## config.mk

```make
export PLATFORM = sky130hd
export DESIGN_NAME = comm_slave
export DESIGN_NICKNAME = d
export VERILOG_FILES = /design/src/rtl/comm_pkg.sv /design/src/rtl/comm_uart.sv /design/src/rtl/comm_slave.sv
export SDC_FILE = /design/constraint.sdc
export NUM_CORES = 1
export LEC_CHECK = 0
export ABC_CLOCK_PERIOD_IN_PS = 2660
export BUFFER_PORTS_ARGS = -buffer_cell sky130_fd_sc_hd__buf_2
export CORE_ASPECT_RATIO = 0.5
export CORE_MARGIN = 3
export CORE_UTILIZATION = 50
export DETAILED_ROUTE_END_ITERATION = 10
export PLACE_DENSITY = 0.71
export SLEW_MARGIN = 0
export SYNTH_ARGS = -nofsm -noshare
export SYNTH_HDL_FRONTEND = slang
export SYNTH_SLANG_ARGS = --single-unit
export TNS_END_PERCENT = 20
```

## constraint.sdc

```tcl
create_clock -name clk -period 2.66 [get_ports clk]
set_clock_uncertainty 0.15 [all_clocks]
set_input_delay 0.399 -clock clk [delete_from_list [all_inputs] [get_ports clk]]
set_output_delay 0.399 -clock clk [all_outputs]
set_load 0.1 [all_outputs]
```

## src/rtl/comm_pkg.sv

```systemverilog
// Shared types and constants for the comm_slave command/response link.
package comm_pkg;

  localparam int UART_DATA_BITS   = 8;
  localparam int BAUD_DIV_DEFAULT = 2604;

  typedef enum logic {
    WAIT_HIGH = 1'b0,
    WAIT_LOW  = 1'b1
  } rx_state_t;

endpackage

```

## src/rtl/comm_uart.sv

```systemverilog
// 8N1 serial byte engine: one receiver and one transmitter that run independently.
module comm_uart
  import comm_pkg::*;
#(
  parameter int BAUD_DIV = BAUD_DIV_DEFAULT
) (
  input  logic                      clk,
  input  logic                      rst,
  input  logic                      rx,
  output logic                      tx,
  input  logic                      trmt,
  input  logic [UART_DATA_BITS-1:0] tx_data,
  output logic                      tx_done,
  output logic                      tx_busy,
  output logic                      rdy,
  output logic [UART_DATA_BITS-1:0] rx_data,
  output logic                      frm_err,
  input  logic                      clr_rdy
);

  localparam int CW = $clog2(BAUD_DIV + 1);
  localparam logic [CW-1:0] FULL_LIM = CW'(BAUD_DIV - 1);
  localparam logic [CW-1:0] HALF_LIM = CW'(BAUD_DIV / 2 - 1);

  logic                      rx_p0, rx_p1, rx_p2;
  logic                      rx_busy;
  logic [CW-1:0]             rx_cnt;
  logic [3:0]                rx_bit;
  logic [UART_DATA_BITS-1:0] rx_sh;
  logic                      rx_tick;

  logic [CW-1:0]             tx_cnt;
  logic [3:0]                tx_bit;
  logic [UART_DATA_BITS:0]   tx_sh;
  logic                      tx_tick;

  assign rx_tick = rx_busy && (rx_cnt == ((rx_bit == 4'd0) ? HALF_LIM : FULL_LIM));
  assign tx_tick = tx_busy && (tx_cnt == FULL_LIM);

  // Start is a falling edge, so a line left low by a bad stop bit is not re-armed.
  always_ff @(posedge clk) begin
    if (rst) begin
      rx_p0   <= 1'b1;
      rx_p1   <= 1'b1;
      rx_p2   <= 1'b1;
      rx_busy <= 1'b0;
      rx_cnt  <= '0;
      rx_bit  <= '0;
      rdy     <= 1'b0;
      frm_err <= 1'b0;
    end else begin
      rx_p0 <= rx;
      rx_p1 <= rx_p0;
      rx_p2 <= rx_p1;
      if (clr_rdy) rdy <= 1'b0;
      if (!rx_busy) begin
        if (rx_p2 && !rx_p1) begin
          rx_busy <= 1'b1;
          rx_cnt  <= '0;
          rx_bit  <= '0;
        end
      end else if (rx_tick) begin
        rx_cnt <= '0;
        if (rx_bit == 4'd0) begin
          if (rx_p1) rx_busy <= 1'b0;
          else       rx_bit  <= 4'd1;
        end else if (rx_bit <= 4'd8) begin
          rx_bit <= rx_bit + 4'd1;
        end else begin
          rx_busy <= 1'b0;
          rx_bit  <= '0;
          rdy     <= 1'b1;
          frm_err <= !rx_p1;
        end
      end else begin
        rx_cnt <= rx_cnt + 1'b1;
      end
    end
  end

  always_ff @(posedge clk) begin
    if (rx_tick && rx_bit >= 4'd1 && rx_bit <= 4'd8) rx_sh <= {rx_p1, rx_sh[UART_DATA_BITS-1:1]};
    if (rx_tick && rx_bit == 4'd9) rx_data <= rx_sh;
  end

  // tx_bit 0 is the start bit; the frame ends when the stop bit (index 9) expires.
  always_ff @(posedge clk) begin
    if (rst) begin
      tx      <= 1'b1;
      tx_busy <= 1'b0;
      tx_done <= 1'b0;
      tx_cnt  <= '0;
      tx_bit  <= '0;
    end else begin
      tx_done <= 1'b0;
      if (!tx_busy) begin
        if (trmt) begin
          tx_busy <= 1'b1;
          tx      <= 1'b0;
          tx_cnt  <= '0;
          tx_bit  <= '0;
        end
      end else if (tx_tick) begin
        tx_cnt <= '0;
        if (tx_bit == 4'd9) begin
          tx_busy <= 1'b0;
          tx_done <= 1'b1;
          tx      <= 1'b1;
        end else begin
          tx     <= tx_sh[0];
          tx_bit <= tx_bit + 4'd1;
        end
      end else begin
        tx_cnt <= tx_cnt + 1'b1;
      end
    end
  end

  always_ff @(posedge clk) begin
    if (!tx_busy && trmt)                tx_sh <= {1'b1, tx_data};
    else if (tx_tick && tx_bit != 4'd9)  tx_sh <= {1'b1, tx_sh[UART_DATA_BITS:1]};
  end

endmodule

```

## src/rtl/comm_slave.sv

```systemverilog
// Two-byte command receiver and one-byte response sender over a UART link.
// Optional WAIT_LOW timeout is built when COMM_SLAVE_TIMEOUT_EN is defined.
module comm_slave
  import comm_pkg::*;
#(
  parameter int BAUD_DIV       = BAUD_DIV_DEFAULT,
  parameter int TIMEOUT_CYCLES = 65536
) (
  input  logic                        clk,
  input  logic                        rst,
  input  logic                        RX,
  output logic                        TX,
  output logic [2*UART_DATA_BITS-1:0] cmd,
  output logic                        cmd_rdy,
  input  logic                        clr_cmd_rdy,
  input  logic [UART_DATA_BITS-1:0]   resp,
  input  logic                        snd_resp,
  output logic                        resp_sent,
  output logic                        tx_busy
);

  logic                      rdy, frm_err, clr_rdy, consume, good;
  logic [UART_DATA_BITS-1:0] rx_data, high;
  rx_state_t                 state;

  comm_uart #(.BAUD_DIV(BAUD_DIV)) u_uart (
    .clk     (clk),
    .rst     (rst),
    .rx      (RX),
    .tx      (TX),
    .trmt    (snd_resp && !tx_busy),
    .tx_data (resp),
    .tx_done (resp_sent),
    .tx_busy (tx_busy),
    .rdy     (rdy),
    .rx_data (rx_data),
    .frm_err (frm_err),
    .clr_rdy (clr_rdy)
  );

  // rdy stays high for one cycle after clr_rdy is issued; masking prevents a second consume.
  assign consume = rdy && !clr_rdy;
  assign good    = consume && !frm_err;

`ifdef COMM_SLAVE_TIMEOUT_EN
  logic [31:0] tmo_cnt;
`endif

  always_ff @(posedge clk) begin
    if (rst) begin
      state   <= WAIT_HIGH;
      cmd     <= '0;
      cmd_rdy <= 1'b0;
      clr_rdy <= 1'b0;
`ifdef COMM_SLAVE_TIMEOUT_EN
      tmo_cnt <= '0;
`endif
    end else begin
      clr_rdy <= consume;
      if (clr_cmd_rdy) cmd_rdy <= 1'b0;
      case (state)
        WAIT_HIGH: begin
`ifdef COMM_SLAVE_TIMEOUT_EN
          tmo_cnt <= '0;
`endif
          if (good) begin
            high    <= rx_data;
            cmd_rdy <= 1'b0;
            state   <= WAIT_LOW;
          end
        end
        WAIT_LOW: begin
          if (good) begin
            cmd     <= {high, rx_data};
            cmd_rdy <= 1'b1;
            state   <= WAIT_HIGH;
          end
`ifdef COMM_SLAVE_TIMEOUT_EN
          else if (tmo_cnt == 32'(TIMEOUT_CYCLES - 1)) begin
            state   <= WAIT_HIGH;
          end
          tmo_cnt <= tmo_cnt + 32'd1;
`endif
        end
        default: state <= WAIT_HIGH;
      endcase
    end
  end

endmodule
```

Word-level counts from Yosys, hierarchy flattened
Cells that the tools add are included.
W data, S select, Z words.

storage, ports and cells
  register bits = 92
  bits of input ports = 13
  output and inout bits = 20
  logic and storage cells = 114

cells by class
  add/subtract/negate cells = 4
  order comparisons = 2
  equal/unequal tests = 9
  multiplexer cells = 46
  bitwise gates (word level) = 6
  reductions and logical operators = 26

operators by type and width
  cell                     number
  $mux W12                 7
  $mux W4                  10
  $mux W1                  25
  $add A12 B1 Y12 const B  2
  $mux W8                  2
  $eq A12 B12 Y1           1
  $eq A12 B12 Y1 const B   1
  $logic_and A1 B1 Y1      11
  $reduce_and A3 Y1        3
  $add A4 B1 Y4 const B    2
  $eq A4 B4 Y1 const B     2
  $ne A2 B2 Y1 const B     3
  $not A1 Y1               6
  $reduce_bool A2 Y1       3
  $ge A4 B1 Y1 const B     1
  $le A4 B4 Y1 const B     1
  $logic_not A1 Y1         4
  $logic_not A4 Y1         1
  $ne A4 B4 Y1 const B     1
  $pmux W1 S2              2
  $reduce_and A2 Y1        2
  $reduce_and A4 Y1        1
  $ne A3 B3 Y1 const B     1
  $reduce_or A3 Y1         1

Longest topological paths before layout
Gate-level depths: netlist of run 1.

  depth after elaboration = 6
  gate-level depth with buffers = 8
  gate-level depth less buffers = 7

By module
From an unflattened synthesis of run 1, not the netlist that was laid out.

second synthesis, totals
  cells, all modules = 374
  area total of the unflattened synthesis = 3947.5 µm²

modules (own cells, without submodules)
  module      times used  cells each  area an instance (µm²)  sequential area each (µm²)
  comm_uart   1           302         2982.9                  1541.5
  comm_slave  1           72          964.7                   620.6

Least setup slack after synthesis of run 1
OpenSTA, ideal clock, no wires.

  path type = reg2reg
  start point = reg u_uart.rx_bit[0]
  end point = reg u_uart.rx_data[0] (enable)
  setup time = 383 ps
  arrival = 2139 ps
  required time = 2127 ps
  path slack = -13 ps
  stages on the path, launching flop included = 7
  path buffers = 0
  clock period less this slack = 2673 ps
  cells stage by stage = dfxtp_1 inv_1 ha_1 nor3b_2 mux2i_1 nand4_2 nor3_1

on the way
  word-level cells in the longest chain between the ends = 5
  elaborated cells between the ends (all ways) = 6
  classes of those cells = eq/ne (2); mux (1); reduce/logical (3)

ends and longest elaborated chain
  element                 RTL line         text
  start, declared         comm_uart.sv:28  logic [3:0] rx_bit;
  start signal, assigned  comm_uart.sv:68  rx_bit <= rx_bit + 4'd1;
  $logic_not A4 Y1        comm_uart.sv:37  assign rx_tick = rx_busy && (rx_cnt == ((rx_bit == 4'd0) ? HALF_LIM : FULL_LIM));
  $mux W12                comm_uart.sv:37
  $eq A12 B12 Y1          comm_uart.sv:37
  $logic_and A1 B1 Y1     comm_uart.sv:37
  $logic_and A1 B1 Y1 *   comm_uart.sv:83  if (rx_tick && rx_bit == 4'd9) rx_data <= rx_sh;
  end signal, assigned    comm_uart.sv:83
  end, declared           comm_uart.sv:16  output logic [UART_DATA_BITS-1:0] rx_data,

Every way passes the cells marked *; elsewhere a longest branch is shown, timed or not.
A chain may end at the register's enable or synchronous reset.

Final worst setup path of run 1
  start point = reg u_uart.rx_bit[0]
  end point = reg u_uart.rx_data[6] (enable)

Same word-level chain as after synthesis.

==> results.md, run 1 <==
- The flow ran to the end, and the final reports show no timing, DRC or antenna violations.
- Row generation in the floorplan step produced 22 rows.
- Before antenna repair, the detailed router went through 4 iterations.
- The average detailed-routed wire length per instance is 14.8 µm.
- The die boundary height is 68.3 µm.
- The number of buffers inserted by port buffering is 32.
- Yosys attributes the largest share of cell area to dfxtp_1 (31%), edfxtp_1 (25%), mux2i_1 (4.9%).
- Counting I/O delays and the setup requirement, the final critical path takes 2.48 ns.
- The net total in the final layout is 413.
- Setup repair after global routing left no endpoint under its margin.
- For flop-to-flop paths, the worst setup slack is 0.18 ns.
- Cells with a size suffix above 1 make up 18.9% of the layout.
- The total overflow left after global routing is 0.
- Dividing the final minimum period by the clock period gives 93.4%.
- The die area is 0.00892 mm².
- The top cell type by area accounts for 31.0% of the synthesized area.
- The most instantiated library cell after synthesis is dfxtp_1.
- The final hold violation count is 0.
- The H-tree depth reported by CTS is 3.
- The post-route DRC violation count is 0.
- Post-CTS timing repair inserted 0 buffers for setup.
- Entering global routing, the biggest net connects 30 pins.
- The aggregate routed wire length is 7300 µm.
- The clock latency reported for the late side of the worst-skew pair is 0.34 ns.
- The number of I/O pins is 33.
- Synthesis instantiated 55 different standard cells from the library.
- The net count of the mapped netlist is 380.
- The worst setup path is launched from a flip-flop.
- The number of antenna violations at the first check in global routing is 0.
- Counting flops with an async set or reset pin after synthesis yields a share of 0%.
- For the pin with the worst max-slew slack, the measured transition is 0.720 ns.
- The terminating pin of the worst hold path is u_uart.rx_p0.
- The post-synthesis instance area is 0.00388 mm².
- The clock sink total is 92.
- The global-route wire length before repair is 12300 µm.
- The worst pin sits at a relative slew slack of 52.0%.
- The analysis attributes to cell leakage a power of 1.64 nW.
- The hold buffer count at CTS is 0.
- Counting every instance in the synthesized netlist gives 358.
- The initial detailed-routing violation count is 169.
- The width of the die is 131 µm.
- The average instance area after synthesis is 10.8 µm².
- The setup TNS after final layout is 0 ns.
- The deepest clock path buffer count is 2.
- STA puts the critical path data required time at 2.56 ns.
- Among all flip-flop cells after synthesis, the most frequent one is dfxtp_1.
- The total routing usage reported by global routing is 17.8%.
- STA classifies the critical path endpoint as a flip-flop.
- The arrival time at the worst endpoint is 2.39 ns.
- The worst hold path begins at RX.
- The root buffer cell chosen for the clock tree is clkbuf_16.
- The area growth from synthesis to layout is 15.3%.
- The detailed-route vias per instance is 5.60.
- The maximum fanout along the worst path is 8.
- The cell depth of the worst min-delay path is 2.
- The cell type with the highest aggregate area in the netlist is dfxtp_1.
- For this configuration, the core starts out at a cell density of 52.2%.
- The power per standard cell area is 656 mW/mm².
- The commonest cells after synthesis are dfxtp_1 (60), nor2_1 (42), edfxtp_1 (32).
- The final number of setup-violating endpoints is 0.
- The synthesis-stage register bit count is 92.
- The source of the worst register-to-register timing path is u_uart.rx_bit[0].
- Yosys printed 0 warnings.
- The via count of the first global-routing pass came to 2619.
- The TritonCTS clock tree is built.
- The HPWL after detailed placement is 4990 µm.
- The routed via count is 2754.
- VDD sags by at most 302 µV.
- The count of nets left with antenna violations once routing finished came out at 0.
- The number of inserted diodes is 0.
- The endpoint of the worst register-to-register path is u_uart.rx_data[6].
- The sequential cell area fraction in the yosys report is 55.7%.
- The setup path with the least slack is of type flip-flop to flip-flop.
- The tool flagged a number of max-cap violations equal to 0.
- After clock tree synthesis, the clock-pin slew on the worst setup and hold paths is 0.06 ns.
- The tightest min-delay check is of the primary input to flip-flop type.
- The number of enable flip-flop cells after synthesis is 32.
- The maximum clock rate is 402 MHz.
- Counting the buffers created by CTS gives 9.
- The depth of the worst register-to-register path is 7.
- The placeable core area is 0.00743 mm².
- The congestion estimate from routability-driven global placement came to 0.794.
- The count of pins over their slew limit is 0.
- The worst hold slack across all endpoints is 0.0874 ns.
==> cell type report <==
class                   instances  area (µm²)
clock inverters                 5        65.1
inverters                       8        30.0
clock buffers                  11         254
well taps                      96         120
multi-input cells             240        1620
repair buffers                 40         220
flip-flops and latches         92        2160
fillers                       611        2960
==> where the power goes <==
part	switching [mW]	internal, mW	total [mW]	leakage, nW
clock network	0.544	0.798	1.34	0.158
registers	0.0113	1.47	1.48	0.775
logic	0.0787	0.0399	0.119	0.705
==> cells by family (layout without fill, tap and decap cells) <==
logic type               count (synthesis)  in the layout  share of synthesized area, %
multiplexers                            27             27                          7.51
flip-flops                              92             92                          55.7
AO/OA/AOI/OAI                           63             63                          11.2
adder cells (fa/ha/maj)                  9              9                          2.90
XOR/XNOR                                 7              7                          1.58
buffers and inverters                   26             64                          2.74
AND/OR/NAND/NOR                        134            134                          18.3
==> metal layers <==
metal	vias up	global-route usage, %	share of wire [%]
li1	1377	-	-
met1	1312	20.9	45
met2	53	31.3	49
met3	12	5.85	4.3
met4	0	5.77	1.4
met5	-	0	0
==> worst max-delay path, cell delays in order (launching register included) <==
cell	delay (ns)
dfxtp_1	0.36
inv_1	0.11
ha_1	0.18
nor3b_2	0.34
mux2i_2	0.40
nand4_2	0.27
nor3_2	0.20
buf_4	0.18
==> registers in the layout, summed over array words and instances, names as in the netlist, 4 cells and up <==
register and flops:
cmd 16, u_uart.rx_cnt 12, u_uart.tx_cnt 12, high 8, u_uart.rx_data 8, u_uart.rx_sh 8
u_uart.tx_sh 8, u_uart.rx_bit 4, u_uart.tx_bit 4
==> how the worst max path moves through the flow <==
stage                     start                 to
2_1_floorplan    u_uart.tx_busy    u_uart.tx_sh[0]
3_3_place_gp   u_uart.tx_cnt[0]  u_uart.tx_cnt[10]
3_5_place_dp   u_uart.tx_cnt[0]  u_uart.tx_cnt[10]
4_1_cts        u_uart.rx_bit[0]  u_uart.rx_data[0]
5_1_grt        u_uart.rx_bit[1]  u_uart.rx_data[4]
6_report       u_uart.rx_bit[0]  u_uart.rx_data[6]
==> layout by cell type (no fill, tap or decap), drive strengths merged, types with 7 or more instances in the layout <==
master,n
a21oi,18
a311oi,9
and3,7
buf,40
clkbuf,11
dfxtp,60
edfxtp,32
ha,9
inv,11
mux2,7
mux2i,20
nand2,19
nand3,11
nand4,7
nor2,42
nor3,8
o21ai,12
==> per-stage QoR <==
stage	power (mW)	instance area [µm²]	utilization [%]	instances	setup slack [ns]
after floorplan	1.59	3880	-	358	0.135
after global placement	1.62	4150	55.8	476	0.206
after detailed placement	1.63	4150	55.8	476	0.0249
after CTS	2.97	4470	60.2	492	0.131
after global routing	3.05	4470	60.2	492	0.0322
final	2.94	4470	60.2	492	0.175
==> timing repair <==
action                                  in CTS  in global routing
endpoints found under the setup margin       1                 11
resized for setup                            1                  1
hold endpoints to repair                     0                  0
No activity file was read; power rests on OpenSTA's default activity.
==> run 2: changes to the inputs <==
CAP_MARGIN = 10   (was unset)
REMOVE_ABC_BUFFERS = 1   (was unset)
==> results.md, run 2 (synthesis results as in run 1) <==
- The flow ran to the end, and the final reports show no timing, DRC or antenna violations.
- In the final layout, the registers with the most flip-flops are cmd x16, u_uart.rx_cnt x12, u_uart.tx_cnt x12.
- The class of the worst hold path is primary input to flip-flop.
- Setup repair after global routing left no endpoint under its margin.
- The required time reported for the critical path endpoint is 2.56 ns (about the same).
- The cell type group with the largest total delay on the critical path is simple AND/OR/NAND/NOR gates.
- The count of cell instances traversed by the critical path is 7 (unchanged).
- The switching part of the total was 20.8% (-0.83 points).
- The reported net switching power was 0.609 mW (-4.0%).
- The total routing usage reported by global routing is 18.2% (+0.42 points).
- The buffering stage count on the worst path with inverters included came to 2 (unchanged).
- The library cell used most frequently in the layout, excluding fill and tap cells, is dfxtp_1.
- The share of power burned in the clock network is 45.6% (about the same).
- The least setup slack across all paths after layout came to 0.159 ns (-0.0160 ns).
- Following the worst setup path forward leads to its endpoint at u_uart.rx_data[1].
- The peak supply drop came to 372 µV (+23%).
- The width of the die was 131 µm (unchanged).
- The number of buffers inserted by port buffering is 32 (unchanged).
- The flip-flop count of the largest register, all copies and words added is 16 (unchanged).
- The maximum clock rate was 400 MHz (-0.64%).
- The detailed-route vias per instance is 5.64 (+0.69%).
- The clock sink total was 92 (unchanged).
- The via count of the first global-routing pass came to 2764 (+5.5%).
- The post-route DRC violation count is 0 (unchanged).
- The maximum cell stage delay along the critical path came to 0.40 ns (about the same).
- The area of all sequential standard cells came to 0.00216 mm² (unchanged).
- The maximum fanout along the worst path is 8 (unchanged).
- The HPWL after detailed placement is 5090 µm (+1.9%).
- The clock input transition at the sequential cells of the worst setup and hold paths is 0.06 ns (about the same).
- In the layout the commonest cells are dfxtp_1 (60), nor2_1 (42), edfxtp_1 (32), buf_2 (32), nand2_1 (19).
- The initial detailed-routing violation count came to 143 (-15%).
- The area of the multi-input gates is 0.00162 mm² (-0.31%).
- The die area is 0.00892 mm² (unchanged).
- The first-pass detailed-route iteration total is 7 (+3).
- The cell depth of the worst min-delay path came to 2 (unchanged).
- The worst setup path is captured at a flip-flop.
- The global-route wire length before repair was 12500 µm (+1.7%).
- The maximum number of pins on one net before global-route repair is 38 (+27%).
- The number of buffers inserted by post-CTS setup repair came to 0 (unchanged).
- The deepest clock path buffer count came to 2 (unchanged).
- The aggregate routed wire length is 7440 µm (+1.9%).
- The count of pins over their slew limit is 0 (unchanged).
- Walking the worst path, the cells encountered are inv_1 > ha_1 > nor3b_2 > mux2i_2 > nand4_2 > nor3_1 > buf_4.
- The total power is 2.93 mW (-0.18%).
- The count of filler cells inserted in the layout was 596 (-2.5%).
- The number of max-cap violations is 0 (unchanged).
- Ranked by flip-flop count, first place goes to cmd.
- The die boundary height came to 68.3 µm (unchanged).
- The standby leakage power is 1.63 nW (-0.68%).
- The remaining global-route overflow is 0 (unchanged).
- The worst setup timing slack at the placement stage came to -0.0416 ns (-0.0665 ns).
- The slowest stage of the critical path is the mux2i_2 cell.
- The final hold violation count is 0 (unchanged).
- The setup TNS after final layout came to 0 ns (unchanged).
- The number of routed nets with antenna violations was 0 (unchanged).
- The placeable core area is 0.00743 mm² (unchanged).
- The initial core utilization is 52.2% (unchanged).
- The fraction of final layout cells with drive strength greater than 1 was 18.4% (-0.51 points).
- The number of inserted diodes is 0 (unchanged).
- The final number of setup-violating endpoints is 0 (unchanged).
- The category of the most critical setup path is flip-flop to flip-flop.
- The routed via count is 2773 (+0.69%).
- The clock latency reported for the late side of the worst-skew pair is 0.34 ns (about the same).
- The part of the total power dissipated in combinational logic is 4.0% (about the same).
- The H-tree depth reported by CTS is 3 (unchanged).
- The arrival time at the worst endpoint is 2.40 ns (about the same).
- The average detailed-routed wire length per instance is 15.1 µm (+1.9%).
- The area growth from synthesis to layout is 15.1%.
- STA classifies the critical path startpoint as a flip-flop.
- The number of antenna violations at the first check in global routing came to 0 (unchanged).
- The routability congestion estimate is 0.791 (-0.29%).
- The internal power came to 2.32 mW (+0.88%).
- The TritonCTS clock tree is built.
- The startpoint of the worst setup timing path is u_uart.rx_bit[1].
- The final critical-path share of the clock period was 94.0% (+0.60 points).
- The relative contribution of sequential cells to total power is 50.4% (about the same).
- The depth of the worst register-to-register path is 7 (unchanged).
- The number of I/O pins is 33 (unchanged).
- The final critical path time including I/O delays and setup is 2.50 ns (+0.0160 ns).
- The source of the worst register-to-register timing path is u_uart.rx_bit[1].
- The total clock buffers created by CTS was 9 (unchanged).
- The transition time at the pin with the least slew margin is 0.692 ns (-0.0276 ns).
- The standard-cell row count was 22 (unchanged).
- The headroom to the max-slew limit came to 53.7% (+1.6 points).
- The power per standard cell area is 656 mW/mm² (about the same).
- The register-to-register setup slack was 0.16 ns (-0.02 ns).
- The net total in the final layout is 413 (unchanged).
- The tree is rooted in a clkbuf_16.
- The endpoint of the worst register-to-register path is u_uart.rx_data[1].
-- run 2: cell types whose count changed in the layout (fill, tap and decap cells not counted), sizes merged --
cell      delta
clkinvlp     +2
inv          -3
bufinv       +1
clkbuf       -2
clkinv       +2
-- run 2: final cells by class --
cell class	instances	share of cell area, %
multi-input cells	240	36.2
flip-flops and latches	92	48.4
clock inverters	7	2.04
repair buffers	40	4.93
inverters	8	0.672
well taps	96	2.69
clock buffers	9	5.04
-- run 2: worst min-delay path by stage --
| stage | slack, ns | endpoint | from |
|---|---|---|---|
| 2_1_floorplan | 0.24 | u_uart.rx_p1 | u_uart.rx_p0 |
| 3_3_place_gp | 0.25 | u_uart.rx_p1 | u_uart.rx_p0 |
| 3_5_place_dp | 0.24 | u_uart.rx_p1 | u_uart.rx_p0 |
| 4_1_cts | 0.08 | u_uart.rx_p0 | RX |
| 5_1_grt | 0.09 | u_uart.rx_p0 | RX |
| 6_report | 0.09 | u_uart.rx_p0 | RX |
-- run 2: metrics by stage --
step           instance area [µm²]  hold WS (ns)  instances  utilization, %
3_5_place_dp                  4140         0.244        476            55.8
2_1_floorplan                 3800         0.239        340               -
6_report                      4470        0.0923        492            60.1
3_3_place_gp                  4140         0.247        476            55.8
5_1_grt                       4470        0.0891        492            60.1
4_1_cts                       4460        0.0758        492            60.1
-- run 2: repair_timing --
item                       in CTS  in global routing
hold buffers                    0                  0
gates cloned                    0                  0
setup endpoints to repair       1                  8
gates resized for setup         1                  1
-- run 2: per-layer routing --
layer,share of wire [%],up-vias,track usage (%)
met3,3.4,12,6.16
met2,52,54,32.0
met4,1.7,0,8.72
li1,-,1372,-
met5,0,-,0
met1,43,1335,20.3
-- run 2: power groups by stage --
stage | Sequential [mW] | Combinational (mW) | Clock (mW)
after floorplan | 1.52 | 0.0567 | 0
after global placement | 1.51 | 0.113 | 0
after detailed placement | 1.51 | 0.119 | 0
after CTS | 1.48 | 0.119 | 1.38
after global routing | 1.48 | 0.132 | 1.44
final | 1.48 | 0.119 | 1.34
